File: src/rtl/ram_uart_tx.sv
// rtl/ram_uart_tx.sv - Wishbone RAM window reader serializing bytes onto a UART TX pin
// Optional even-parity frame bit: define RAM_UART_TX_PARITY_EN.
module ram_uart_tx #(
    parameter logic [31:0] ADR_LL       = 32'h00C00000,
    parameter logic [31:0] ADR_UL       = 32'h00C000FC,
    parameter int          CLKS_PER_BIT = 139
) (
    input  logic        i_wb_clk,
    input  logic        i_wb_rst,
    input  logic        i_start,
    input  logic [31:0] i_adr,
    input  logic [15:0] i_len,
    output logic        o_busy,
    output logic        o_done,
    output logic [31:0] o_wb_adr,
    output logic        o_wb_cyc,
    output logic        o_wb_we,
    output logic [3:0]  o_wb_sel,
    input  logic [31:0] i_wb_rdt,
    input  logic        i_wb_ack,
    output logic        o_tx
);

    localparam int CW = $clog2(CLKS_PER_BIT);
`ifdef RAM_UART_TX_PARITY_EN
    localparam int FRAME_BITS = 11;
`else
    localparam int FRAME_BITS = 10;
`endif
    localparam int SW = FRAME_BITS - 1;
    localparam logic [CW-1:0] BIT_LAST   = CW'(CLKS_PER_BIT - 1);
    localparam logic [CW-1:0] BIT_PENULT = CW'(CLKS_PER_BIT - 2);
    localparam logic [3:0]    IDX_STOP   = 4'(FRAME_BITS - 1);

    typedef enum logic [1:0] {IDLE, FETCH, SEND, DONE} state_t;

    state_t         state;
    state_t         state_next;
    logic [31:0]    word;
    logic [1:0]     lane;
    logic [15:0]    remaining;
    logic [SW-1:0]  shifter;
    logic [3:0]     bit_idx;
    logic [CW-1:0]  clk_cnt;
    logic           load_pending;
    logic           sending;
    logic           bit_end;
    logic           stop_end;
    logic           final_early;
    logic [31:0]    adr_next;

    function automatic logic [7:0] lane_byte(input logic [31:0] w, input logic [1:0] l);
        case (l)
            2'd0:    return w[7:0];
            2'd1:    return w[15:8];
            2'd2:    return w[23:16];
            default: return w[31:24];
        endcase
    endfunction

    // Bits following the start bit, LSB first: data, optional parity, stop.
    function automatic logic [SW-1:0] frame_of(input logic [7:0] b);
`ifdef RAM_UART_TX_PARITY_EN
        return {1'b1, ^b, b};
`else
        return {1'b1, b};
`endif
    endfunction

    assign o_wb_we  = 1'b0;
    assign o_wb_sel = 4'b1111;
    assign adr_next = (o_wb_adr == ADR_UL) ? ADR_LL : o_wb_adr + 32'd4;

    always_comb begin
        state_next  = state;
        sending     = (state == SEND) && !load_pending;
        bit_end     = (clk_cnt == BIT_LAST);
        stop_end    = sending && (bit_idx == IDX_STOP) && bit_end;
        // Leaving one cycle early lets the registered o_done land on the stop-bit boundary.
        final_early = sending && (bit_idx == IDX_STOP) && (clk_cnt == BIT_PENULT)
                      && (remaining == 16'd1);
        case (state)
            IDLE: begin
                if (i_start) begin
                    state_next = (i_len == 16'd0) ? DONE : FETCH;
                end
            end
            FETCH: begin
                if (i_wb_ack) begin
                    state_next = SEND;
                end
            end
            SEND: begin
                if (final_early) begin
                    state_next = DONE;
                end else if (stop_end && (lane == 2'd3)) begin
                    state_next = FETCH;
                end
            end
            DONE:    state_next = IDLE;
            default: state_next = IDLE;
        endcase
    end

    always_ff @(posedge i_wb_clk) begin
        if (i_wb_rst) begin
            state <= IDLE;
        end else begin
            state <= state_next;
        end
    end

    always_ff @(posedge i_wb_clk) begin
        if (i_wb_rst) begin
            o_tx         <= 1'b1;
            o_wb_cyc     <= 1'b0;
            o_wb_adr     <= ADR_LL;
            o_busy       <= 1'b0;
            o_done       <= 1'b0;
            word         <= '0;
            lane         <= '0;
            remaining    <= '0;
            shifter      <= '1;
            bit_idx      <= '0;
            clk_cnt      <= '0;
            load_pending <= 1'b0;
        end else begin
            o_done <= 1'b0;
            case (state)
                IDLE: begin
                    if (i_start) begin
                        o_busy    <= 1'b1;
                        remaining <= i_len;
                        o_wb_adr  <= {i_adr[31:2], 2'b00};
                        lane      <= i_adr[1:0];
                        o_wb_cyc  <= (i_len != 16'd0);
                    end
                end
                FETCH: begin
                    if (i_wb_ack) begin
                        word         <= i_wb_rdt;
                        o_wb_cyc     <= 1'b0;
                        load_pending <= 1'b1;
                    end
                end
                SEND: begin
                    if (load_pending) begin
                        load_pending <= 1'b0;
                        o_tx         <= 1'b0;
                        shifter      <= frame_of(lane_byte(word, lane));
                        bit_idx      <= '0;
                        clk_cnt      <= '0;
                    end else if (final_early) begin
                        clk_cnt <= '0;
                    end else if (bit_end) begin
                        clk_cnt <= '0;
                        if (bit_idx == IDX_STOP) begin
                            remaining <= remaining - 16'd1;
                            lane      <= lane + 2'd1;
                            if (lane == 2'd3) begin
                                o_wb_adr <= adr_next;
                                o_wb_cyc <= 1'b1;
                            end else begin
                                // Back-to-back frame: start bit follows the stop bit directly.
                                o_tx    <= 1'b0;
                                shifter <= frame_of(lane_byte(word, lane + 2'd1));
                                bit_idx <= '0;
                            end
                        end else begin
                            o_tx    <= shifter[0];
                            shifter <= {1'b1, shifter[SW-1:1]};
                            bit_idx <= bit_idx + 4'd1;
                        end
                    end else begin
                        clk_cnt <= clk_cnt + CW'(1);
                    end
                end
                DONE: begin
                    o_done <= 1'b1;
                    o_busy <= 1'b0;
                end
                default: ;
            endcase
        end
    end

endmodule

File: config.mk
export PLATFORM = sky130hd
export DESIGN_NAME = ram_uart_tx
export DESIGN_NICKNAME = d
export VERILOG_FILES = /design/src/rtl/ram_uart_tx.sv
export SDC_FILE = /design/constraint.sdc
export NUM_CORES = 1
export LEC_CHECK = 0
export ABC_AREA = 1
export BUFFER_PORTS_ARGS = -buffer_cell sky130_fd_sc_hd__buf_2
export CAP_MARGIN = 30
export CORE_ASPECT_RATIO = 0.75
export CORE_MARGIN = 2
export CORE_UTILIZATION = 40
export DETAILED_ROUTE_END_ITERATION = 16
export GPL_ROUTABILITY_DRIVEN = 0
export MAX_ROUTING_LAYER = met4
export PLACE_DENSITY_LB_ADDON = 0.05
export SKIP_LAST_GASP = 1
export SYNTH_ARGS = -nofsm -noshare
export SYNTH_HDL_FRONTEND = slang
export SYNTH_SLANG_ARGS = --single-unit
File: constraint.sdc
create_clock -name i_wb_clk -period 5 [get_ports i_wb_clk]
set_input_delay 0.5 -clock i_wb_clk [delete_from_list [all_inputs] [get_ports i_wb_clk]]
set_output_delay 0.5 -clock i_wb_clk [all_outputs]
set_load 0.01 [all_outputs]
==> qor.csv, run 1 <==
stage;metric;value;unit
clock_network;Clock Path Buffers;2;
setup_path;R2R setup slack;1.81;ns
timing;final worst-path cycle share;63.7;%
hold_path;Hold Crit Class;in -> reg;
drt;detailed-route DRC error count;0;
placement;Buffers on Ports;117;
power_and_ir_drop;PwrDens;568;mW/mm^2
finish;Final Instance Count excl. Fillers;1545;
timing;Worst slew margin;34.9;%
synth;FFs w/ async S/R, synth;0;%
setup_path;critical path arrival;3.44;ns
clock_network;setup repair bufs after CTS;0;
clock_network;Hold Buf Count CTS;0;
clock_network;CTS resizes;0;
drt;WL final;22000;microns
finish;antenna fix cells;0;
grt;total gr overflow;0;
synth;Post-synth EDFFs;0;
timing;fmax;314;MHz
clock_network;clock tree from TritonCTS;yes;
finish;Final Cell Area;0.00814;sq mm
power_and_ir_drop;total power;4.62;mW
clock_network;htree depth;3;
drt;DRT antenna net count;0;
placement;Placed Cells;1529;
floorplan;die height;120;microns
floorplan;Placeable Area;0.0177;sq mm
finish;commonest cells after routing, fill and taps aside;nand2_1, nor2_1, buf_2;
power_and_ir_drop;Lkg Pwr;3.71;nW
drt;Via Count;7674;
setup_path;critical path type;reg -> reg;
clock_network;Worst-Skew Late Latency;0.36;ns
synth;register area share after synthesis;29.7;%
timing;# setup viols final;0;
synth;post-synthesis cell count;1222;
drt;wire per inst;14.2;microns
floorplan;Core Rows;42;
placement;dpl hpwl;16300;microns
synth;Cell variety after synth;42;
floorplan;Initial Util;40.9;%
finish;P&R area growth vs syn;12.7;%
timing;Final Max Tran Viols;0;
power_and_ir_drop;peak supply drop;0.240;mV
floorplan;Die ar.;0.0192;sq mm
drt;vias per cell;4.97;
timing;min Tclk post-route;3.19;ns
timing;RSZ-0062 raised after global routing;no;
floorplan;count of boundary I/O pins;125;
clock_network;CTS Buf Count;9;
timing;clock skew;0.00961;ns
floorplan;DIE WIDTH;159;microns
placement;DP Area;0.00785;sq mm
drt;DR iter-0 viols;624;
grt;number of global-route vias before repair;6627;
setup_path;CP max FO;27;
finish;most common cell after layout, fill and taps aside;nand2_1;
timing;Slew @ Worst Pin;0.976;ns
clock_network;clk root buf;clkbuf_16;
status;status;finished clean;
setup_path;WP data required;5.26;ns
timing;Hold Vio Cnt, Final;0;
grt;first-pass GRT wire length;35400;microns
synth;Avg Cell Area, Syn;5.91;sq um
clock_network;Worst-path clk slew;0.08;ns
synth;synthesized area;0.00722;sq mm
finish;nets@finish;1400;
synth;Seq cells post-synth;107;
drt;total iterations of the first detailed-routing run;6;
synth;Ys Warns;0;
run;max cap viols;0;
finish;fill count;1992;
finish;share of layout cells above drive strength 1;13.5;%
synth;Synth Flop Type;dfxtp_1;
clock_network;clock sink count;107;
grt;initial antenna violation count;0;
timing;worst hold slack;0.388;ns
grt;largest net degree at the start of global routing;73;
timing;setup TNS;0;ns
setup_path;Critical Path Sink Type;register;
setup_path;crit path launch type;register;
grt;Global Route Usage Sum;23.7;%
## registers in the layout, summed over array words and instances (netlist names)
name,count
bit_idx,4
clk_cnt,8
lane,2
load_pending,1
o_busy,1
o_done,1
o_tx,1
o_wb_adr,30
o_wb_cyc,1
remaining,16
shifter,8
state,2
word,32
## synthesized netlist by cell type, types with 11 or more instances
| cell type | count | area (sq um) |
|---|---|---|
| a21oi_1 | 64 | 320 |
| buf_4 | 11 | 82.6 |
| clkbuf_1 | 32 | 120 |
| dfxtp_1 | 107 | 2140 |
| ha_1 | 18 | 225 |
| inv_1 | 95 | 357 |
| nand2_1 | 359 | 1350 |
| nand2_2 | 11 | 68.8 |
| nand3_1 | 64 | 320 |
| nand4_1 | 30 | 188 |
| nor2_1 | 258 | 968 |
| o21ai_0 | 74 | 370 |
## metrics by stage
step,worst slack (ns),util (%)
final,1.81,46.1
after global routing,1.49,46.1
after CTS,1.84,46.1
after detailed placement,1.86,44.4
after global placement,1.63,44.3
after floorplan,3.13,-
## worst paths after layout
path	startpoint	depth (start not counted)	endpoint
worst min-delay path	i_wb_rdt[9]	3	word[9]
worst min register to register	o_tx	2	o_tx
worst max register to register	bit_idx[0]	9	o_wb_adr[10]
worst max-delay path	bit_idx[0]	9	o_wb_adr[10]
## cell type report
type / count / area, sq um / area share, %
Multi-Input combinational cell: 958 / 4390 / 53.9
Sequential cell: 107 / 2140 / 26.3
Timing Repair Buffer: 121 / 636 / 7.81
Inverter: 101 / 379 / 4.66
Tap cell: 242 / 303 / 3.72
Clock buffer: 9 / 225 / 2.77
Clock inverter: 7 / 66.3 / 0.815
## critical path, stage by stage (launching register included)
cell and delay (ns):
dfxtp_1 0.40, ha_1 0.20, nand2_1 0.06, nor2_1 0.62
a21oi_1 0.20, and2b_1 0.51, nand3_2 0.52, buf_16 0.37
nor2_1 0.14, nor2_2 0.05
## metal layers
layer	global-route usage (%)	wire, microns	vias to the layer above
li1	-	-	4029
met1	38.2	12500	3384
met2	30.1	7760	251
met3	4.39	1590	10
met4	3.64	128	0
met5	-	0	-
## power breakdown
| part | internal [mW] | total (mW) | leakage, nW | switching [mW] |
|---|---|---|---|---|
| Sequential | 1.14 | 1.52 | 0.879 | 0.381 |
| Clock | 0.354 | 0.726 | 0.145 | 0.372 |
| Combinational | 0.812 | 2.37 | 2.69 | 1.56 |
## cells by family after synthesis
family | Yosys count | synth area share (%)
and+or+nand+nor | 751 | 43.3
AOI/OAI and AO/OA | 172 | 12.7
buffers and inverters | 162 | 9.88
DFF | 107 | 29.7
adders and majority gates | 18 | 3.12
xor gates and xnor gates | 9 | 1.09
other | 2 | 0.104
muxes | 1 | 0.156
(Power assumes the default switching activity.)
==> run 2, diff against run 1 <==
==> constraint.sdc (replaced) <==
create_clock -name i_wb_clk -period 2.8 [get_ports i_wb_clk]
set_input_delay 0.28 -clock i_wb_clk [delete_from_list [all_inputs] [get_ports i_wb_clk]]
set_output_delay 0.28 -clock i_wb_clk [all_outputs]
set_load 0.01 [all_outputs]
==> run 2 against run 1 <==
Compared with the run above:
- register-to-register slack lost 1.2 ns
- critical path type unchanged
- die area did not move
- core utilization is 0.52 points higher
- largest cell class unchanged
- highest routed layer unchanged
- cell area increased by 1.1%
- sequential share of layout area is 0.30 points lower
==> qor.csv, run 2 (synthesis gave the netlist of run 1 again) <==
stage;metric;value;unit
finish;share of layout cells above drive strength 1;14.2;%
power_and_ir_drop;peak supply drop;0.451;mV
setup_path;Critical Path Sink Type;register;
floorplan;Initial Util;40.9;%
timing;fmax;447;MHz
setup_path;worst r2r dst;lane[1];
timing;Slew @ Worst Pin;0.957;ns
setup_path;Crit path max-delay family;simple AND/OR/NAND/NOR gates;
status;status;finished clean;
placement;Placed Cells;1539;
hold_path;Hold Crit Class;in -> reg;
finish;max reg flops;32;
setup_path;R2R Path Start;state[0];
timing;Final Max Tran Viols;0;
timing;RSZ-0062 raised after global routing;no;
setup_path;critical path arrival;2.48;ns
finish;most common cell after layout, fill and taps aside;nand2_1;
power_and_ir_drop;total power;8.29;mW
timing;Hold Vio Cnt, Final;0;
floorplan;Core Rows;42;
run;max cap viols;0;
timing;PnR worst setup slack;0.565;ns
drt;wire per inst;14.4;microns
power_and_ir_drop;PwrDens;1010;mW/mm^2
finish;commonest cells after routing, fill and taps aside;nand2_1, nor2_1, buf_2;
grt;total gr overflow;0;
placement;dpl hpwl;16800;microns
drt;DR iter-0 viols;682;
clock_network;clock tree from TritonCTS;yes;
clock_network;htree depth;3;
power_and_ir_drop;Lkg Pwr;3.77;nW
setup_path;crit path launch type;register;
setup_path;Buf+Inv Stages, Crit Path;3;
timing;setup TNS;0;ns
timing;final worst-path cycle share;79.8;%
setup_path;Cell Chain, Critical Path;inv_1 > ha_2 > nand2_1 > inv_1 > nor3_1 > nand2_1 > nor2_4 > nand2_2 > buf_4 > o21ai_0 > a21oi_1;
finish;P&R area growth vs syn;14.0;%
setup_path;critical path type;reg -> reg;
finish;final core occ;46.6;%
floorplan;die height;120;microns
placement;DP Area;0.00794;sq mm
grt;Global Route Usage Sum;23.8;%
hold_path;WHS Endpoint;word[5];
setup_path;WP data required;3.04;ns
clock_network;Hold Buf Count CTS;0;
drt;total iterations of the first detailed-routing run;5;
timing;min Tclk post-route;2.23;ns
drt;vias per cell;4.96;
setup_path;slowest CP cell;dfxtp_1;
setup_path;CP peak stage delay;0.41;ns
setup_path;R2R setup slack;0.57;ns
finish;nets@finish;1410;
clock_network;Worst-path clk slew;0.08;ns
hold_path;worst hold start;i_wb_rdt[5];
grt;largest net degree at the start of global routing;71;
drt;Via Count;7707;
clock_network;Clock Path Buffers;2;
finish;largest register by flop count;word;
drt;DRT antenna net count;0;
clock_network;CTS resizes;0;
timing;# setup viols final;0;
finish;antenna fix cells;0;
clock_network;clk root buf;clkbuf_16;
finish;Final Instance Count excl. Fillers;1555;
floorplan;DIE WIDTH;159;microns
timing;Worst slew margin;36.2;%
grt;first-pass GRT wire length;35600;microns
floorplan;Placeable Area;0.0177;sq mm
clock_network;clock sink count;107;
setup_path;CP max FO;13;
timing;worst hold slack;0.163;ns
floorplan;Die ar.;0.0192;sq mm
finish;Top Registers;word: 32 flops, o_wb_adr: 30 flops, remaining: 16 flops;
grt;number of global-route vias before repair;6540;
clock_network;Worst-Skew Late Latency;0.36;ns
grt;initial antenna violation count;0;
drt;detailed-route DRC error count;0;
placement;Buffers on Ports;117;
placement;Place WS;0.607;ns
drt;WL final;22400;microns
timing;clock skew;0.0102;ns
setup_path;R2R depth;11;
finish;Final Cell Area;0.00823;sq mm
clock_network;setup repair bufs after CTS;0;
clock_network;CTS Buf Count;9;
hold_path;hold depth;3;
floorplan;count of boundary I/O pins;125;
[run 2: changes by cell type in the layout (fill, tap and decap cells not counted)]
cell | previous run | this run
buf_12 | 0 | 3
buf_16 | 1 | 0
buf_4 | 3 | 11
inv_6 | 3 | 2
clkinv_4 | 2 | 3
[run 2: worst max-delay path by stage]
stage                  start           end  slack (ns)  depth (start not counted)
floorplan           state[0]  o_wb_adr[10]        0.93                         12
global placement    state[0]  remaining[7]        0.69                         11
detailed placement  state[0]  remaining[7]        0.61                         11
CTS                 state[0]       lane[0]        0.59                         11
global route        state[0]  remaining[2]        0.39                         11
finish              state[0]       lane[1]        0.57                         11
[run 2: routing by layer]
| layer | share of wire [%] | up-vias | wire [microns] | GRT usage [%] |
|---|---|---|---|---|
| li1 | - | 4046 | - | - |
| met1 | 56 | 3382 | 12500 | 39.1 |
| met4 | 0.54 | 0 | 120 | 3.58 |
| met2 | 35 | 272 | 7900 | 28.8 |
| met5 | 0 | - | 0 | - |
| met3 | 8.4 | 7 | 1880 | 5.01 |
[run 2: power breakdown]
group          leakage [nW]  total (mW)  internal, mW  switching (mW)
Clock                 0.144        1.29         0.629           0.657
Combinational          2.74        4.29          1.49            2.81
Sequential            0.879        2.71          2.04           0.673
Total                  3.77        8.29          4.15            4.14
[run 2: final cells by class]
type	instances	area, sq um
Tap cell	242	303
Timing Repair Buffer	131	728
Fill cell	1996	9430
Clock buffer	9	225
Multi-Input combinational cell	958	4390
Clock inverter	7	66.3
Sequential cell	107	2140
Inverter	101	379
[run 2: worst register-to-register path: stages (launching register included)]
cell and delay, ns:
dfxtp_1 0.41, inv_1 0.09, ha_2 0.27, nand2_1 0.08, inv_1 0.06, nor3_1 0.23
nand2_1 0.13, nor2_4 0.20, nand2_2 0.21, buf_4 0.24, o21ai_0 0.15, a21oi_1 0.06
